### src/rtl/led7seg_74hc595_receiver.sv
// Receive side of the 74HC595 LED7seg serial link: oversamples sclk/rclk/dio,
// reassembles digit words, collects a full frame and decodes segments back to BCD.

module led7seg_digit_decode (
  input  logic [6:0] seg,
  output logic [3:0] bcd,
  output logic       ok
);
  // Active-low patterns; dp is not part of the lookup.
  always_comb begin
    bcd = 4'hF;
    ok  = 1'b0;
    case (seg)
      7'h40: begin bcd = 4'd0; ok = 1'b1; end
      7'h79: begin bcd = 4'd1; ok = 1'b1; end
      7'h24: begin bcd = 4'd2; ok = 1'b1; end
      7'h30: begin bcd = 4'd3; ok = 1'b1; end
      7'h19: begin bcd = 4'd4; ok = 1'b1; end
      7'h12: begin bcd = 4'd5; ok = 1'b1; end
      7'h02: begin bcd = 4'd6; ok = 1'b1; end
      7'h78: begin bcd = 4'd7; ok = 1'b1; end
      7'h00: begin bcd = 4'd8; ok = 1'b1; end
      7'h10: begin bcd = 4'd9; ok = 1'b1; end
      default: begin bcd = 4'hF; ok = 1'b0; end
    endcase
  end
endmodule

module led7seg_74hc595_receiver #(
  parameter int DIG_NUM     = 8,
  parameter int SEG_NUM     = 8,
  parameter int SYNC_STAGES = 2
) (
  input  logic                       clk,
  input  logic                       rst,
  input  logic                       sclk,
  input  logic                       rclk,
  input  logic                       dio,
  output logic [DIG_NUM*SEG_NUM-1:0] dat,
  output logic                       vld,
  output logic [4*DIG_NUM-1:0]       bcd,
  output logic [DIG_NUM-1:0]         bcd_ok,
  output logic                       err
);
  localparam int WORD_W  = SEG_NUM + DIG_NUM;
  localparam int CNT_MAX = WORD_W + 1;
  localparam int CNT_W   = $clog2(CNT_MAX + 1);

  typedef enum logic [1:0] {IDLE, SHIFT, CHECK} state_t;

  // Line index: 0 = sclk, 1 = rclk, 2 = dio
  logic [2:0]                  pins;
  logic [2:0][SYNC_STAGES-1:0] sync_q;
  logic [2:0]                  line_s;
  logic [1:0]                  prev_q;
  logic                        sclk_rise, rclk_rise, dio_s;

  assign pins = {dio, rclk, sclk};

  always_ff @(posedge clk or posedge rst) begin
    if (rst) begin
      sync_q <= '0;
      prev_q <= '0;
    end else begin
      for (int i = 0; i < 3; i++)
        sync_q[i] <= {sync_q[i][SYNC_STAGES-2:0], pins[i]};
      prev_q <= line_s[1:0];
    end
  end

  always_comb begin
    line_s = '0;
    for (int i = 0; i < 3; i++) line_s[i] = sync_q[i][SYNC_STAGES-1];
  end

  assign sclk_rise = line_s[0] & ~prev_q[0];
  assign rclk_rise = line_s[1] & ~prev_q[1];
  assign dio_s     = line_s[2];

  state_t              state_q, state_d;
  logic [WORD_W-1:0]   shreg_q, word_q;
  logic [CNT_W-1:0]    bit_cnt_q, word_cnt_q;

  // On a simultaneous sclk/rclk rise the latch sees the pre-shift register and
  // the new bit becomes bit 1 of the following word.
  always_ff @(posedge clk or posedge rst) begin
    if (rst) begin
      state_q    <= IDLE;
      shreg_q    <= '0;
      word_q     <= '0;
      bit_cnt_q  <= '0;
      word_cnt_q <= '0;
    end else begin
      state_q <= state_d;
      if (sclk_rise) shreg_q <= {shreg_q[WORD_W-2:0], dio_s};
      if (rclk_rise) begin
        word_q     <= shreg_q;
        word_cnt_q <= bit_cnt_q;
        bit_cnt_q  <= sclk_rise ? CNT_W'(1) : '0;
      end else if (sclk_rise && bit_cnt_q != CNT_W'(CNT_MAX)) begin
        bit_cnt_q <= bit_cnt_q + 1'b1;
      end
    end
  end

  always_comb begin
    state_d = state_q;
    case (state_q)
      IDLE:    if (rclk_rise) state_d = CHECK;
               else if (sclk_rise) state_d = SHIFT;
      SHIFT:   if (rclk_rise) state_d = CHECK;
      CHECK:   if (rclk_rise) state_d = CHECK;
               else if (sclk_rise || bit_cnt_q != '0) state_d = SHIFT;
               else state_d = IDLE;
      default: state_d = IDLE;
    endcase
  end

  logic [SEG_NUM-1:0]                frame_seg;
  logic [DIG_NUM-1:0]                word_sel, mask_q;
  logic [DIG_NUM-1:0][SEG_NUM-1:0]   frame_q;
  logic                              sel_onehot, accept, reject, frame_done;
  logic [DIG_NUM-1:0][3:0]           dec_bcd;
  logic [DIG_NUM-1:0]                dec_ok;

  assign frame_seg  = word_q[WORD_W-1 -: SEG_NUM];
  assign word_sel   = word_q[DIG_NUM-1:0];
  assign sel_onehot = (word_sel != '0) && ((word_sel & (word_sel - 1'b1)) == '0);
  assign accept     = (state_q == CHECK) && (word_cnt_q == CNT_W'(WORD_W)) && sel_onehot;
  assign reject     = (state_q == CHECK) && !accept;
  assign frame_done = &mask_q;

  for (genvar g = 0; g < DIG_NUM; g++) begin : g_dec
    led7seg_digit_decode u_dec (
      .seg (frame_q[g][6:0]),
      .bcd (dec_bcd[g]),
      .ok  (dec_ok[g])
    );
  end

  // The select field doubles as the mask bit to set, so no index decode is needed.
  always_ff @(posedge clk or posedge rst) begin
    if (rst) begin
      frame_q <= '0;
      mask_q  <= '0;
      dat     <= '0;
      bcd     <= '0;
      bcd_ok  <= '0;
      vld     <= 1'b0;
      err     <= 1'b0;
    end else begin
      vld    <= frame_done;
      err    <= reject;
      mask_q <= (frame_done ? '0 : mask_q) | (accept ? word_sel : '0);
      for (int i = 0; i < DIG_NUM; i++)
        if (accept && word_sel[i]) frame_q[i] <= frame_seg;
      if (frame_done) begin
        dat    <= frame_q;
        bcd    <= dec_bcd;
        bcd_ok <= dec_ok;
      end
    end
  end
endmodule

### config.mk
export PLATFORM = sky130hd
export DESIGN_NAME = led7seg_74hc595_receiver
export DESIGN_NICKNAME = d
export VERILOG_FILES = /design/src/rtl/led7seg_74hc595_receiver.sv
export SDC_FILE = /design/constraint.sdc
export NUM_CORES = 1
export LEC_CHECK = 0
export ABC_AREA = 1
export BUFFER_PORTS_ARGS = -buffer_cell sky130_fd_sc_hd__buf_2
export CORE_AREA = 2 2 150 152
export CTS_BUF_LIST = sky130_fd_sc_hd__clkbuf_8
export CTS_CLUSTER_DIAMETER = 80
export DETAILED_ROUTE_END_ITERATION = 6
export DIE_AREA = 0 0 152 154
export PLACE_DENSITY = 0.74
export SLEW_MARGIN = 20
export SYNTH_ARGS = -nofsm -noshare
export SYNTH_HDL_FRONTEND = slang
export SYNTH_HIERARCHICAL = 1
export SYNTH_SLANG_ARGS = --single-unit
### constraint.sdc
create_clock -name clk -period 8.4 [get_ports clk]
set_input_delay 0.42 -clock clk [delete_from_list [all_inputs] [get_ports clk]]
set_output_delay 0.42 -clock clk [all_outputs]
set_load 0.01 [all_outputs]
After elaboration in Yosys (flattened, before gate mapping)
Index checks and enable logic that the tools add are counted.
{ "classes": {"add_sub_neg": 2, "multipliers": 0, "div_mod_pow": 0, "n_lt_le_gt_ge": 0, "eq_ne": 78, "n_shift": 0, "n_mux": 27, "bitwise": 6, "reduce_logical": 38} }
{ "ops": {"columns": ["op", "count"], "rows": [
  ["4-bit one-hot mux with 10 select lines", 8],
  ["7-bit by 5-bit equality test with 1-bit output, second input constant", 24],
  ["7-bit equality test, second input constant", 24],
  ["7-bit by 6-bit equality test with 1-bit output, second input constant", 16],
  ["10-bit OR reduction", 8],
  ["7-bit by 2-bit equality test with 1-bit output, second input constant", 8],
  ["7-bit zero test", 8],
  ["8-bit two-way mux", 2],
  ["1-bit logical AND", 13],
  ["1-bit two-way mux", 10],
  ["5-bit two-way mux", 2],
  ["8-bit AND", 1],
  ["8-bit zero test", 1],
  ["2-bit two-way mux", 4],
  ["8-bit OR", 1],
  ["8-bit AND reduction", 1],
  ["8-bit nonzero test", 1],
  ["8-bit by 1-bit subtractor with 8-bit output, second input constant", 1],
  ["2-bit one-hot mux with 3 select lines", 1],
  ["5-bit by 1-bit adder with 5-bit output, second input constant", 1],
  ["5-bit equality test, second input constant", 1],
  ["5-bit != test, second input constant", 1],
  ["5-bit nonzero test", 1],
  ["3-bit != test, second input constant", 1],
  ["10 further kinds", 12]
]} }
{ "totals": {"reg_bits": 230, "latch_bits": 0, "ramBits": 0, "rom_bits": 0, "inputBits": 5, "output_inout_bits": 106, "word_cells": 174, "mem_count": 0} }

Longest topological paths before layout
Gate-level depths: netlist (run 1).
{ "logic_depth": {"ltp_word": 7, "depth_mapped": 10, "ltp_nobuf": 10} }

Cells and area by module
The synthesis (run 1) kept the hierarchy.
{ "by_module_without_submodules": {"columns": ["mod", "n_inst", "cells_each", "area_per_inst_um2", "seq_area_each_um2"], "rows": [
  ["led7seg_74hc595_receiver", 1, 983, 9008.6, 5755.5],
  ["led7seg_digit_decode", 8, 48, 220.2, 0.0]
]} }

Worst setup path after synthesis (run 1)
Ideal clock, no wire load.
{ "synth_timing": {"path_type": "register to register", "startpoint": "register word_q[2]", "endpoint": "register frame_q[10] (netlist name)", "setup_ns": 0.118, "arrival_ns": 1.412, "t_required_ns": 8.282, "setup_slack_ns": 6.871, "path_stages_with_launch": 11, "n_path_buf": 2, "period_less_slack_ns": 1.529, "cell_sequence": "dfrtp_1 -> buf_2 -> nor2_1 -> nand3_1 -> nand2_1 -> inv_2 -> nor2_8 -> buf_6 -> nand3_4 -> nand2_1 -> nand2_1"} }
{ "synth_via": {"elab_chain_cells": 6, "elab_cells_between_ends": 7, "classes_between": "1 x add/sub; 1 x bitwise; 5 x reduce/logical"} }
{ "synth_rtl": {"columns": ["item", "line", "rtl"], "rows": [
  ["from (decl)", "81", "logic [WORD_W-1:0] shreg_q, word_q;"],
  ["from (signal assigned)", "97", "word_q <= shreg_q;"],
  ["8-bit by 1-bit subtractor with 8-bit output", "128", "assign sel_onehot = (word_sel != '0) && ((word_sel & (word_sel - 1'b1)) == '0);"],
  ["8-bit AND", "128", null],
  ["8-bit zero test", "128", null],
  ["1-bit logical AND (*)", "128", null],
  ["1-bit logical AND (*)", "129", "assign accept = (state_q == CHECK) && (word_cnt_q == CNT_W'(WORD_W)) && sel_onehot;"],
  ["1-bit logical AND (*)", "156", "if (accept && word_sel[i]) frame_q[i] <= frame_seg;"],
  ["to (signal, indexed assignment)", "156", null],
  ["to (decl)", "121", "logic [DIG_NUM-1:0][SEG_NUM-1:0] frame_q;"]
]} }
Every way passes the cells marked *; elsewhere a longest branch is shown, timed or not.
A chain may end at the register's enable or synchronous reset.

Worst setup path in the final report (run 1)
{ "layout_timing": {"startpoint": "register mask_q[4]", "endpoint": "register dat[59]"} }
{ "layout_via": {"elab_chain_cells": 1} }
{ "layout_rtl": {"columns": ["item", "line", "rtl"], "rows": [
  ["from (decl)", "120", "logic [DIG_NUM-1:0] word_sel, mask_q;"],
  ["from (signal assigned)", "154", "mask_q <= (frame_done ? '0 : mask_q) | (accept ? word_sel : '0);"],
  ["8-bit AND reduction", "131", "assign frame_done = &mask_q;"],
  ["to (signal assigned)", "158", "dat <= frame_q;"],
  ["to (decl)", "39", "output logic [DIG_NUM*SEG_NUM-1:0] dat,"]
]} }
Every way passes these cells.

==> run metrics, run 1 <==
Ys Warns 6; Inst Count DP 1701; Synth area leaders dfrtp_1 (53%), nand2_1 (22%), nand4_1 (3.8%), nor2_1 (3.1%), inv_1 (2.5%); DRT Pass-1 Iters 5; fin nets 1473; I/O Pins 111; final worst-path cycle share 39.9%; Seq/Total Area, Yosys 53.4%; H-tree levels 2; Yosys cell types 29; Die ar. 0.0234 mm²; gr ovfl total 0; CTS tree built; post-synthesis register bit count 230; Worst Path Max Fanout 105; half-perimeter wire length after placement 15.5 mm; EDFF count, synth 0; Critical Path Max Stage Delay 0.71 ns; crit-path cells inv_1, nor4_1, nand2_8, clkinv_2, buf_4, nand2_1, nand2_1; gate count of the mapped netlist 1367; CTS Buffer Depth 3; Vias/cell 5.11; Worst path slowest cell nor4_1; Pwr Density 193 mW/mm²; Final Critical Period 3.36 ns; cts repair resizes 0; Yosys top cell area share 53.4%; Reg clk slew, reported paths 0.06 ns; delay-heaviest family, CP simple AND/OR/NAND/NOR gates; most frequent cell after synthesis nand2_1; Fmax 0.298 GHz; setup slack, reg-to-reg 5.04 ns; final core utilization 56.6%; Placer Congestion 0.829; IO Port Bufs 110; Crit path buffers/inverters 3; clock sink total 230; most frequent cells after synthesis nand2_1 (622), dfrtp_1 (230), nor2_1 (90), inv_1 (73), nand4_1 (65); outcome complete, but fails checks; WP data required 8.86 ns; Worst Tran Pin Value 1.00 ns; CP most frequent cell nand2_1; row count 54; Slew HR 33.2%; vias in the first global route 8730; reg2reg path depth 7; CTS Buf Count 39; RR Endpoint dat[59]$_DFFE_PP0P_; WL/cell 13.8 µm; post-synthesis async set-or-reset flop share 100%; first-pass GRT wire length 42.1 mm; RR Startpoint mask_q[4]$_DFF_PP0_; remaining antenna violation count 0; cell area after synthesis 0.0108 mm²; total chip power 2.37 mW; PnR worst setup slack 5.04 ns; Residual DRC 0; TNS Setup 0 ns; Place WS 5.00 ns; Final Setup Violations 0; VDD IR max 0.0000982 V; layout cells sized above 1 18.2%; RSZ-0062 raised after global routing no; Layout Cells excl Fill 1774; ANT cells 0; Leak 6.89 nW; max-cap viol count 0; Clock Latency Late Sink 0.54 ns; WHS -0.00298 ns; Core ar. 0.0217 mm²; Die Y 154 µm; Post-CTS Setup Bufs 0; initial antenna violation count 0; GRT Util Overall 21.4%; Starting Density 49.7%; Syn Area/Cell 7.88 µm²; violated checks hold timing; Area Growth Syn to Fin 13.9%; clock root cell clkbuf_8; largest net degree at the start of global routing 151; top_reg_cell synth dfrtp_1; DRT iter0 DRCs 807; Placed Area 0.0115 mm²; WP data arrival 3.82 ns; Vias 9057; Mapped Nets 1375; WL final 24.5 mm; post-synth top area cell dfrtp_1; Clock Skews 0.0166 ns; Setup crit start kind flop; Final Hold Viols 1; fin. max-slew vios 0; crit path capture type flop; Die X-Extent 152 µm; critical path class reg -> reg; post-route cell area 0.0123 mm²; Hold WC Path Type in -> async
## layer usage
| layer | routed length [µm] | global-route usage [%] |
|---|---|---|
| met2 | 11500 | 34.8 |
| met4 | 556 | 6.76 |
| met3 | 1340 | 4.37 |
| met1 | 11200 | 29.1 |
| met5 | 0 | 0 |
## kinds of logic (layout without fill, tap and decap cells)
group,after synthesis,after routing,share of synthesized area (%)
simple gates,889,889,35.9
compound gates,84,84,4.25
fa+ha+maj,3,3,0.349
xor+xnor,1,1,0.0813
buf+inv,160,287,5.96
flops,230,230,53.4
## power by group
group	total, mW	leakage [nW]	internal, mW	switching (mW)
combinational	0.162	3.27	0.0339	0.128
sequential	1.23	3.16	1.15	0.0829
clock	0.975	0.458	0.533	0.442
total	2.37	6.89	1.72	0.652
## sequential cells by signal (all words and copies together), names as in the netlist
signal      count
bcd            32
bcd_ok          8
bit_cnt_q       5
dat            64
dio_s           1
err             1
frame_q        64
line_s          2
mask_q          8
prev_q          2
shreg_q        16
state_q         2
sync_q          3
vld             1
word_cnt_q      5
word_q         16
## final cells by class
| cell class | count | area [µm²] |
|---|---|---|
| clock buffer | 50 | 688 |
| fill | 2014 | 9420 |
| sequential | 230 | 5760 |
| timing repair buffer | 117 | 614 |
| tap | 280 | 350 |
| multi-input combinational | 977 | 4390 |
| clock inverter | 20 | 82.6 |
| inverter | 100 | 389 |
## timing repair
action / 4_1_cts / 5_1_grt
endpoints found under the setup margin: 0 / 0
endpoints found under the hold margin: 3 / 0
hold buffers: 3 / 0
## cells in the final DEF (no fill, tap or decap), types with 9 or more instances in the layout
cell | netlist | routed
inv_1 | 73 | 86
nor2_2 | 9 | 10
buf_2 | 21 | 110
inv_2 | 27 | 26
nand2_1 | 622 | 621
nor2_1 | 90 | 89
nand4_1 | 65 | 65
o21ai_0 | 48 | 48
nor2_4 | 9 | 9
nand3_1 | 43 | 43
clkbuf_8 | 0 | 50
nand2_2 | 32 | 32
a21oi_1 | 20 | 20
dfrtp_1 | 230 | 230
## worst register-to-register path: cells and delay by family, from the launching register on
| kind | cells | cell delay [ns] |
|---|---|---|
| AND/OR/NAND/NOR | 4 | 1.61 |
| buffers and inverters | 3 | 1.34 |
| flip-flops | 1 | 0.32 |
## worst max-delay path by stage
stage	slack (ns)	endpoint	cells after the start	start
2_1_floorplan	1.68	bcd[0]$_DFFE_PP0P_	1	rst
3_3_place_gp	5.14	mask_q[7]$_DFF_PP0_	6	mask_q[0]$_DFF_PP0_
3_5_place_dp	5.00	mask_q[2]$_DFF_PP0_	6	mask_q[0]$_DFF_PP0_
4_1_cts	4.99	mask_q[2]$_DFF_PP0_	6	mask_q[0]$_DFF_PP0_
5_1_grt	4.72	mask_q[0]$_DFF_PP0_	6	mask_q[5]$_DFF_PP0_
6_report	5.04	dat[59]$_DFFE_PP0P_	7	mask_q[4]$_DFF_PP0_
Note: power is estimated with default switching activity, not from simulation.
==> run 2, diff against run 1 <==
PLACE_DENSITY = 0.77   (was 0.74)
clock period = 2.75 ns   (was 8.4 ns; I/O delays follow)
==> run 2 against run 1 <==
  * The run now ends clean
  * Routed wire length decreased by 0.51%
  * First-iteration DRC count is 19% lower
  * Clock power grew to 3.1 times the previous value
  * Global-route usage is 0.14 points lower
  * Worst hold slack improved by 0.26 ns
  * Flip-flop and latch count unchanged
  * Core utilization is 0.51 points higher
  * Die area is the same
  * Clock skew fell by 0.0016 ns
  * Sequential share of layout area fell by 0.42 points
  * Final area rose by 0.90%
  * Via count is 0.43% higher
  * Critical path type unchanged
  * Critical endpoint is now frame_q[56]$_DFFE_PP0P_
  * Largest cell class unchanged
==> run metrics, run 2 (synthesis gave the netlist of run 1 again) <==
outcome complete, no violations; Die ar. 0.0234 mm² (unchanged); Pwr Density 585 mW/mm² (+200%); gr ovfl total 0 (unchanged); Worst path slowest cell dfrtp_1; Die Y 154 µm (unchanged); fin nets 1482 (+0.61%); clock sink total 230 (unchanged); final worst-path cycle share 80.8% (+41 points); WP data required 3.17 ns (-5.69 ns); DRT iter0 DRCs 650 (-19%); GRT Util Overall 21.3% (-0.14 points); total chip power 7.24 mW (+210%); Clock Latency Late Sink 0.53 ns (about the same); commonest non-fill, non-tap cell in the layout nand2_1; Leak 6.95 nW (+0.94%); fin. max-slew vios 0 (unchanged); Stages on worst setup path 8 (+1); I/O Pins 111 (unchanged); Slew HR 48.1% (+15 points); clock root cell clkbuf_8; CTS Buffer Depth 3 (unchanged); delay-heaviest family, CP simple AND/OR/NAND/NOR gates; TNS Setup 0 ns (unchanged); Core ar. 0.0217 mm² (unchanged); Worst Path Max Fanout 39 (-63%); Worst Tran Pin Value 0.779 ns (-0.223 ns); P_int 5.29 mW (+210%); Reg clk slew, reported paths 0.06 ns (about the same); Starting Density 49.7% (unchanged); DRT Pass-1 Iters 5 (unchanged); crit-path cells nor2_1, nand3_1, nand2_1, inv_2, nor2_8, nand3_1, nand2_1, nand2_1; Clock Skews 0.0150 ns (-0.00163 ns); clock power share 41.2% (about the same); IO Port Bufs 110 (unchanged); setup slack, reg-to-reg 0.53 ns (-4.52 ns); WL final 24.4 mm (-0.51%); Fmax 0.450 GHz (+51%); max-cap viol count 0 (unchanged); WP data arrival 2.64 ns (-1.18 ns); initial antenna violation count 0 (unchanged); RSZ-0062 raised after global routing no; P_sw 1.94 mW (+200%); cts repair resizes 0 (unchanged); largest net degree at the start of global routing 105 (-30%); half-perimeter wire length after placement 16.0 mm (+3.1%); row count 54 (unchanged); H-tree levels 2 (unchanged); Crit path buffers/inverters 1 (-2); ANT cells 0 (unchanged); Hold WC Path Type in -> reg; WL/cell 13.7 µm (-0.85%); Placer Congestion 0.870 (+4.9%); most frequent cells in the layout nand2_1 (621), dfrtp_1 (230), buf_2 (110); remaining antenna violation count 0 (unchanged); Top Registers dat (64), frame_q (64), bcd (32); Area Growth Syn to Fin 15.0%; vias in the first global route 8671 (-0.68%); CTS tree built; Critical Path Max Stage Delay 0.52 ns (-0.19 ns); Residual DRC 0 (unchanged); VDD IR max 0.000307 V (+210%); sw frac 26.9% (-0.68 points); Layout Cells excl Fill 1780 (+0.34%); Vias/cell 5.11 (about the same); worst setup path start word_q[1]$_DFFE_PP0P_; critical path class reg -> reg; Vias 9096 (+0.43%); Gate power share 7.2% (+0.4 points); crit path capture type flop; Reg power frac 51.6% (-0.4 points); first-pass GRT wire length 41.8 mm (-0.53%); RR Endpoint frame_q[56]$_DFFE_PP0P_; Final Hold Viols 0 (-1); Final Critical Period 2.22 ns (-1.13 ns); Setup crit start kind flop; CP most frequent cell nand2_1; CTS Buf Count 39 (unchanged); reg2reg path depth 8 (+1); CP Capture Point frame_q[56]$_DFFE_PP0P_; Die X-Extent 152 µm (unchanged); Inst Count DP 1709 (+0.47%); Min-Delay Path Depth 2; layout cells sized above 1 18.5% (+0.33 points); Final Setup Violations 0 (unchanged); RR Startpoint word_q[1]$_DFFE_PP0P_
==> run 2: cell count changes in the layout (fill, tap and decap cells not counted), sizes merged <==
cell         previous run  this run
buf                   114       122
clkbuf                 50        51
clkinv                  8         4
clkinvlp                0         1
dlygate4sd3             3         4
inv                   112       111
==> run 2: final cells by class <==
type	count	area, µm²
fill	1963	9310
sequential	230	5760
multi-input combinational	977	4380
timing repair buffer	126	747
clock buffer	51	702
inverter	100	380
tap	280	350
clock inverter	16	63.8
==> run 2: worst min path at each step <==
stage                     start                  end  slack [ns]
final                      sclk  sync_q[0]$_DFF_PP0_        0.25
after global placement     rclk  sync_q[2]$_DFF_PP0_        0.25
after global routing       sclk  sync_q[0]$_DFF_PP0_        0.26
after floorplan            sclk  sync_q[0]$_DFF_PP0_        0.17
after CTS                  sclk  sync_q[0]$_DFF_PP0_        0.23
after detailed placement   rclk  sync_q[2]$_DFF_PP0_        0.25
==> run 2: worst register-to-register path: stages (launching register included) <==
cell     delay (ns)
dfrtp_1        0.52
nor2_1         0.28
nand3_1        0.16
nand2_1        0.10
inv_2          0.06
nor2_8         0.41
nand3_1        0.38
nand2_1        0.15
nand2_1        0.06
==> run 2: through the flow <==
step	hold slack [ns]	setup slack, ns	area [µm²]	util (%)
6_report	0.254	0.529	12400	57.1
5_1_grt	0.258	0.318	12400	57.1
4_1_cts	0.233	0.534	12400	57.1
3_5_place_dp	0.250	0.544	11600	53.4
3_3_place_gp	0.248	0.659	11600	53.4
2_1_floorplan	0.169	-0.395	10800	-
==> run 2: power by group through the flow <==
stage | registers, mW | logic (mW) | clock network [mW]
3_5_place_dp | 3.78 | 0.518 | 0
4_1_cts | 3.73 | 0.524 | 3.05
2_1_floorplan | 3.62 | 0.541 | 0
3_3_place_gp | 3.78 | 0.497 | 0
5_1_grt | 3.75 | 0.599 | 3.21
6_report | 3.74 | 0.524 | 2.98
==> run 2: layer usage <==
metal,global-route usage (%),wire length [µm]
met2,34.2,11100
met5,0,0
met1,29.0,11200
met3,4.11,1370
met4,7.52,673
==> run 2: what timing repair did <==
item / 4_1_cts / 5_1_grt
buffers inserted: 0 / 0
endpoints found under the hold margin: 233 / 0
hold buffers: 4 / 0
